--- config.mk ---
export PLATFORM = sky130hd
export DESIGN_NAME = bp_mem_port_arbiter
export DESIGN_NICKNAME = d
export VERILOG_FILES = /design/src/rtl/bp_mem_port_arbiter.sv
export SDC_FILE = /design/constraint.sdc
export NUM_CORES = 1
export LEC_CHECK = 0
export ABC_AREA = 1
export CORE_MARGIN = 3
export CORE_UTILIZATION = 38
export DETAILED_ROUTE_END_ITERATION = 16
export PLACE_DENSITY = 0.79
export SYNTH_ARGS = -nofsm -noshare
export SYNTH_HDL_FRONTEND = slang
export SYNTH_SLANG_ARGS = --single-unit
--- constraint.sdc ---
create_clock -name clk_i -period 2.6 [get_ports clk_i]
set_input_delay 0.39 -clock clk_i [delete_from_list [all_inputs] [get_ports clk_i]]
set_output_delay 0.39 -clock clk_i [all_outputs]
set_load 0.02 [all_outputs]
--- src/rtl/bp_mem_port_arbiter.sv ---
// bp_mem_port_arbiter
// Round-robin arbiter that lets num_req_p memory ports share one downstream
// memory. Commands are granted one at a time. The granted requester ID is
// recorded in an in-order tag FIFO, and that FIFO steers each returning
// response back to the requester that issued the command.
//
// Ports:
//   clk_i             clock, rising edge
//   reset_n_i         asynchronous active-low reset
//   req_cmd_i         flattened requester command payloads
//   req_cmd_v_i       requester command valid (one bit per requester)
//   req_cmd_yumi_o    command accepted, one-hot or zero
//   mem_cmd_o         granted command payload
//   mem_cmd_v_o       downstream command valid
//   mem_cmd_yumi_i    memory consumed the command
//   mem_resp_i        memory response payload (responses arrive in command order)
//   mem_resp_v_i      memory response valid
//   mem_resp_ready_o  arbiter can route the response this cycle
//   req_resp_o        response payload, broadcast to all requesters
//   req_resp_v_o      per-requester response valid, one-hot or zero
//   req_resp_ready_i  per-requester response ready
//   outstanding_o     tag FIFO occupancy
module bp_mem_port_arbiter #(
  parameter int unsigned num_req_p         = 2,
  parameter int unsigned cmd_width_p       = 8,
  parameter int unsigned resp_width_p      = 8,
  parameter int unsigned max_outstanding_p = 4,
  localparam int unsigned lg_req_lp        = (num_req_p > 1) ? $clog2(num_req_p) : 1,
  localparam int unsigned cnt_width_lp     = $clog2(max_outstanding_p + 1)
) (
  input  logic                             clk_i,
  input  logic                             reset_n_i,
  input  logic [num_req_p*cmd_width_p-1:0] req_cmd_i,
  input  logic [num_req_p-1:0]             req_cmd_v_i,
  output logic [num_req_p-1:0]             req_cmd_yumi_o,
  output logic [cmd_width_p-1:0]           mem_cmd_o,
  output logic                             mem_cmd_v_o,
  input  logic                             mem_cmd_yumi_i,
  input  logic [resp_width_p-1:0]          mem_resp_i,
  input  logic                             mem_resp_v_i,
  output logic                             mem_resp_ready_o,
  output logic [resp_width_p-1:0]          req_resp_o,
  output logic [num_req_p-1:0]             req_resp_v_o,
  input  logic [num_req_p-1:0]             req_resp_ready_i,
  output logic [cnt_width_lp-1:0]          outstanding_o
);

  localparam int unsigned ptr_width_lp = (max_outstanding_p > 1) ? $clog2(max_outstanding_p) : 1;

  typedef enum logic {
    e_idle   = 1'b0,
    e_locked = 1'b1
  } state_e;

  state_e                 state_r, state_n;
  logic [lg_req_lp-1:0]   grant_r, grant_n;
  logic [lg_req_lp-1:0]   rr_ptr_r, rr_ptr_n;

  logic [lg_req_lp-1:0]   tag_mem_r [max_outstanding_p];
  logic [ptr_width_lp-1:0] rd_ptr_r, wr_ptr_r;
  logic [cnt_width_lp-1:0] count_r;

  logic                   fifo_empty, fifo_full;
  logic [lg_req_lp-1:0]   head;
  logic                   push, pop;
  logic                   cmd_v;
  logic [lg_req_lp-1:0]   cur_sel;
  logic [num_req_p-1:0]   yumi;

  logic                   any_v;
  logic [lg_req_lp-1:0]   rr_sel;
  logic [lg_req_lp:0]     scan_sum;

  function automatic logic [lg_req_lp-1:0] rr_inc(input logic [lg_req_lp-1:0] p);
    return (p == lg_req_lp'(num_req_p - 1)) ? '0 : p + lg_req_lp'(1);
  endfunction

  function automatic logic [ptr_width_lp-1:0] ptr_inc(input logic [ptr_width_lp-1:0] p);
    return (p == ptr_width_lp'(max_outstanding_p - 1)) ? '0 : p + ptr_width_lp'(1);
  endfunction

  assign fifo_empty = (count_r == '0);
  assign fifo_full  = (count_r == cnt_width_lp'(max_outstanding_p));
  assign head       = tag_mem_r[rd_ptr_r];

  // First valid requester scanning upward from rr_ptr_r, wrapping modulo num_req_p
  always_comb begin
    any_v    = 1'b0;
    rr_sel   = rr_ptr_r;
    scan_sum = '0;
    for (int i = 0; i < int'(num_req_p); i++) begin
      scan_sum = {1'b0, rr_ptr_r} + (lg_req_lp+1)'(i);
      if (scan_sum >= (lg_req_lp+1)'(num_req_p))
        scan_sum = scan_sum - (lg_req_lp+1)'(num_req_p);
      if (!any_v && req_cmd_v_i[scan_sum[lg_req_lp-1:0]]) begin
        any_v  = 1'b1;
        rr_sel = scan_sum[lg_req_lp-1:0];
      end
    end
  end

  // Arbiter state register
  always_ff @(posedge clk_i or negedge reset_n_i) begin
    if (!reset_n_i) begin
      state_r  <= e_idle;
      grant_r  <= '0;
      rr_ptr_r <= '0;
    end else begin
      state_r  <= state_n;
      grant_r  <= grant_n;
      rr_ptr_r <= rr_ptr_n;
    end
  end

  // Arbiter next state and command-side outputs; lock only taken when FIFO has room
  always_comb begin
    state_n  = state_r;
    grant_n  = grant_r;
    rr_ptr_n = rr_ptr_r;
    cmd_v    = 1'b0;
    cur_sel  = grant_r;
    push     = 1'b0;
    yumi     = '0;
    case (state_r)
      e_idle: begin
        if (any_v && !fifo_full) begin
          cmd_v   = 1'b1;
          cur_sel = rr_sel;
          if (mem_cmd_yumi_i) begin
            push     = 1'b1;
            rr_ptr_n = rr_inc(rr_sel);
          end else begin
            state_n = e_locked;
            grant_n = rr_sel;
          end
        end
      end
      e_locked: begin
        cmd_v   = 1'b1;
        cur_sel = grant_r;
        if (mem_cmd_yumi_i) begin
          push     = 1'b1;
          rr_ptr_n = rr_inc(grant_r);
          state_n  = e_idle;
        end
      end
      default: state_n = e_idle;
    endcase
    if (push) yumi[cur_sel] = 1'b1;
  end

  // Outputs forced to their reset values while reset is asserted
  assign mem_cmd_v_o    = cmd_v & reset_n_i;
  assign req_cmd_yumi_o = yumi & {num_req_p{reset_n_i}};

  // Command payload mux
  always_comb begin
    mem_cmd_o = '0;
    for (int i = 0; i < int'(num_req_p); i++)
      if (lg_req_lp'(i) == cur_sel) mem_cmd_o = req_cmd_i[i*cmd_width_p +: cmd_width_p];
  end

  // Response steering from the FIFO head; empty FIFO stalls the response
  always_comb begin
    req_resp_v_o     = '0;
    mem_resp_ready_o = 1'b0;
    if (!fifo_empty) begin
      req_resp_v_o[head] = mem_resp_v_i;
      mem_resp_ready_o   = req_resp_ready_i[head];
    end
  end

  assign req_resp_o = mem_resp_i;
  assign pop        = mem_resp_v_i & mem_resp_ready_o;

  // Tag FIFO storage, pointers and occupancy
  always_ff @(posedge clk_i or negedge reset_n_i) begin
    if (!reset_n_i) begin
      rd_ptr_r <= '0;
      wr_ptr_r <= '0;
      count_r  <= '0;
      for (int i = 0; i < int'(max_outstanding_p); i++) tag_mem_r[i] <= '0;
    end else begin
      if (push) begin
        tag_mem_r[wr_ptr_r] <= cur_sel;
        wr_ptr_r            <= ptr_inc(wr_ptr_r);
      end
      if (pop) rd_ptr_r <= ptr_inc(rd_ptr_r);
      case ({push, pop})
        2'b10:   count_r <= count_r + cnt_width_lp'(1);
        2'b01:   count_r <= count_r - cnt_width_lp'(1);
        default: count_r <= count_r;
      endcase
    end
  end

  assign outstanding_o = count_r;

endmodule

==> out/metrics.yaml, run 1 <==
clk_pin_slew_ns: 0.08
slew_violations: 0
firstDrtPassIters: 4
cts_hold_buf: 0
grt_max_degree: 15
cp_slowest_cell: "clkdlybuf4s50_1"
drt_iter0_markers: 20
fillers: 230
worst_pin_slew_ns: 0.236
synth_cell_types: 23
rsz0062_at_grt: "no"
path_buf_inv: 3
track_usage_pct: 15.7
worst_path_most_repeated_cell: "nand2_1"
final.min_clock_period_ns: 2.36
rows: 18
drcViolationCount: 0
synthToLayoutAreaGrowth_pct: 45.1
worst-setup-path-type: "input pin to output pin"
numClockSinks: 14
r2r_start: "rd_ptr_r[0]$_DFFE_PN0P_"
p_per_area_nw_per_um2: 1070
critPathMaxStageDelay_ns: 0.48
status: "completed"
synth_seq_cells: 14
nets: 222
finalSetupViolCount: 0
drive_gt1_share_pct: 10.4
dieHeight_um: 58.0
ant_nets: 0
wl_per_cell_um: 11.6
hpwl_mm: 2.09
design.core.area_um2: 2520
wirelength_mm: 2.46
ys.flop_type: "dfrtp_1"
cts-root-buf: "clkbuf_4"
hold_class: "input pin to async pin"
synth-seq-area-share_pct: 34.1
critPathRequiredTime_ns: 2.21
synth_edf_count: 0
async_flop_share_pct: 100
rrSetupSlack_ns: 0.43
cts_tree: "done"
overflow: 0
die_area_um2: 3360
synthDominantCellAreaShare_pct: 34.1
fin_crit_sh_pct: 90.9
r2r_end: "outstanding_o[2]$_DFFE_PN0P_"
crit_family: "buffers and inverters"
io_buffer_count: 40
avgSynthCellArea_um2: 7.23
num_vias: 1014
crit_fanout: 3
clock_latency_ns: 0.27
syn_nets: 181
start_kind: "input pin"
hold_ws_ns: 0.473
die_w_um: 58.0
synth_area_um2: 1030
report.power.total_uw: 1600
n_antenna_cell: 0
io_pins: 57
gp_congestion: 0.803
antenna_found_initial: 0
fmax_ghz: 0.423
yosysWarnings: 0
cts_made_buffers: 3
r2r_cells: 13
initial_core_util_pct: 40.7
htreeDepth: 1
skew_ns: 0.00674
grt_pass1_wl_mm: 4.11
via_per_inst: 4.78
grt_pass1_vias: 967
synth_area_leaders: "dfrtp_1 34%, nand2_1 15%, nand3_1 8.3%, ha_1 7.3%, buf_4 5.8%"
relSlewSlack_pct: 84.2
p_leak_uw: 0.000831
maxCapViolCount: 0
worstPathCellList: "clkdlybuf4s50_1 -> or2_1 -> nand2_1 -> nand2_1 -> inv_1 -> nor2_1 -> nand2_1 -> nor2_1 -> dlygate4sd2_1"
hold_violations: 0
cp.arrival_ns: 1.97
clockBufferDepth: 2
end_kind: "output pin"
synth_top_cell_by_area: "dfrtp_1"
syn_inst: 142
vdd_drop_max_mv: 0.575
==> synthesized netlist by cell type (2+ instances only) <==
library cell  count
nor3_1            2
nand4_1           2
inv_1            15
xnor2_1           2
nand3_1          17
o21ai_0           9
nand2_2           3
nand2_1          40
buf_4             8
dfrtp_1          14
nor2_1           10
ha_1              6
a21oi_1           4
==> per-stage QoR <==
step	setup TNS, ns	worst slack (ns)	cells	util [%]	instance area (um2)
final	0	0.238	212	59.1	1490
after global routing	0	0.109	212	59.1	1490
after CTS	0	0.0142	212	58.2	1470
after detailed placement	-0.0403	-0.0271	208	56.8	1430
after global placement	-0.00742	-0.00742	208	56.8	1430
after floorplan	0	0.536	142	-	1030
==> metal layers <==
| layer | up-vias | routed length (um) | GRT usage (%) |
|---|---|---|---|
| li1 | 528 | - | - |
| met1 | 471 | 1050 | 20.2 |
| met2 | 13 | 1320 | 25.6 |
| met3 | 2 | 89 | 4.23 |
| met4 | 0 | 4 | 4.64 |
| met5 | - | 0 | 0 |
==> where the power goes <==
part | switching (uW) | internal (uW) | leakage (uW)
logic | 579 | 451 | 0.000640
registers | 94.1 | 321 | 0.000170
clock network | 66.7 | 85.1 | 0.0000210
total | 740 | 857 | 0.000831
==> worst reg2reg max path, cell delays in order, from the launching register on <==
cell,delay (ns)
dfrtp_1,0.44
inv_1,0.09
nand2_1,0.05
nand3_1,0.10
nand2_1,0.08
nand2_1,0.12
nand3_1,0.13
inv_1,0.10
ha_1,0.14
inv_1,0.07
fa_1,0.37
a21oi_1,0.14
o21ai_0,0.11
xnor2_1,0.13
==> worst max path at each step <==
stage                            startpoint                           end  slack [ns]  cells past startpoint
6_report                     req_cmd_v_i[1]             req_cmd_yumi_o[1]        0.24                      9
5_1_grt             rd_ptr_r[0]$_DFFE_PN0P_              mem_resp_ready_o        0.11                      8
4_1_cts                      req_cmd_v_i[1]                  mem_cmd_o[4]        0.01                      8
3_5_place_dp                 req_cmd_v_i[1]                  mem_cmd_o[7]       -0.03                      7
3_3_place_gp                 req_cmd_v_i[1]             req_cmd_yumi_o[1]      -0.007                      9
2_1_floorplan  outstanding_o[1]$_DFFE_PN0P_  outstanding_o[2]$_DFFE_PN0P_        0.54                     11
==> sequential cells by signal, indices dropped and copies added (netlist names) <==
signal / count
grant_r: 1
outstanding_o: 3
rd_ptr_r: 2
rr_ptr_r: 1
state_r: 1
tag_mem_r: 4
wr_ptr_r: 2
==> final cells by class <==
| cell class | instances | area, um2 | area share, % |
|---|---|---|---|
| Timing Repair Buffer | 46 | 465 | 31.2 |
| Sequential cell | 14 | 350 | 23.5 |
| Clock buffer | 4 | 36.3 | 2.43 |
| Multi-Input combinational cell | 102 | 541 | 36.3 |
| Inverter | 16 | 60.1 | 4.03 |
| Tap cell | 30 | 37.5 | 2.52 |
==> layout by cell type (no fill, tap or decap) <==
master,instances
nand2_1,40
clkdlybuf4s50_1,29
nand3_1,17
inv_1,15
dfrtp_1,14
nor2_1,10
dlymetal6s2s_1,9
o21ai_0,8
ha_1,6
buf_4,6
a21oi_1,4
nand2_2,3
clkbuf_4,3
nor3_1,2
nand4_1,2
xnor2_1,2
dlygate4sd2_1,2
inv_2,1
nand3_2,1
or2_1,1
nor2_2,1
o21ai_1,1
nand2_4,1
o21ai_2,1
or2_2,1
fa_1,1
clkbuf_8,1
==> logic make-up (layout without fill, tap and decap cells) <==
| kind of cell | after synthesis | in the layout | share of synthesized area, % |
|---|---|---|---|
| compound gates | 14 | 14 | 7.19 |
| fa+ha+maj | 7 | 7 | 9.26 |
| buf+inv | 26 | 66 | 13.3 |
| xor+xnor | 2 | 2 | 1.71 |
| simple gates | 79 | 79 | 34.5 |
| flops | 14 | 14 | 34.1 |
==> repair_timing <==
item | 4_1_cts | 5_1_grt
setup endpoints to repair | 3 | 9
gates resized for setup | 3 | 9
setup buffers | 0 | 0
Note: power is estimated with default switching activity, not from simulation.
==> run 2, diff against run 1 <==
Settings changed: CTS_CLUSTER_DIAMETER set to 80.
==> results of run 2 <==
Final layout, timing and power as in run 1 (identical DEF).
==> run 3, diff against run 2 <==
Settings changed: CTS_CLUSTER_SIZE set to 20.
==> results of run 3 <==
Final layout, timing and power as in run 1 (identical DEF).
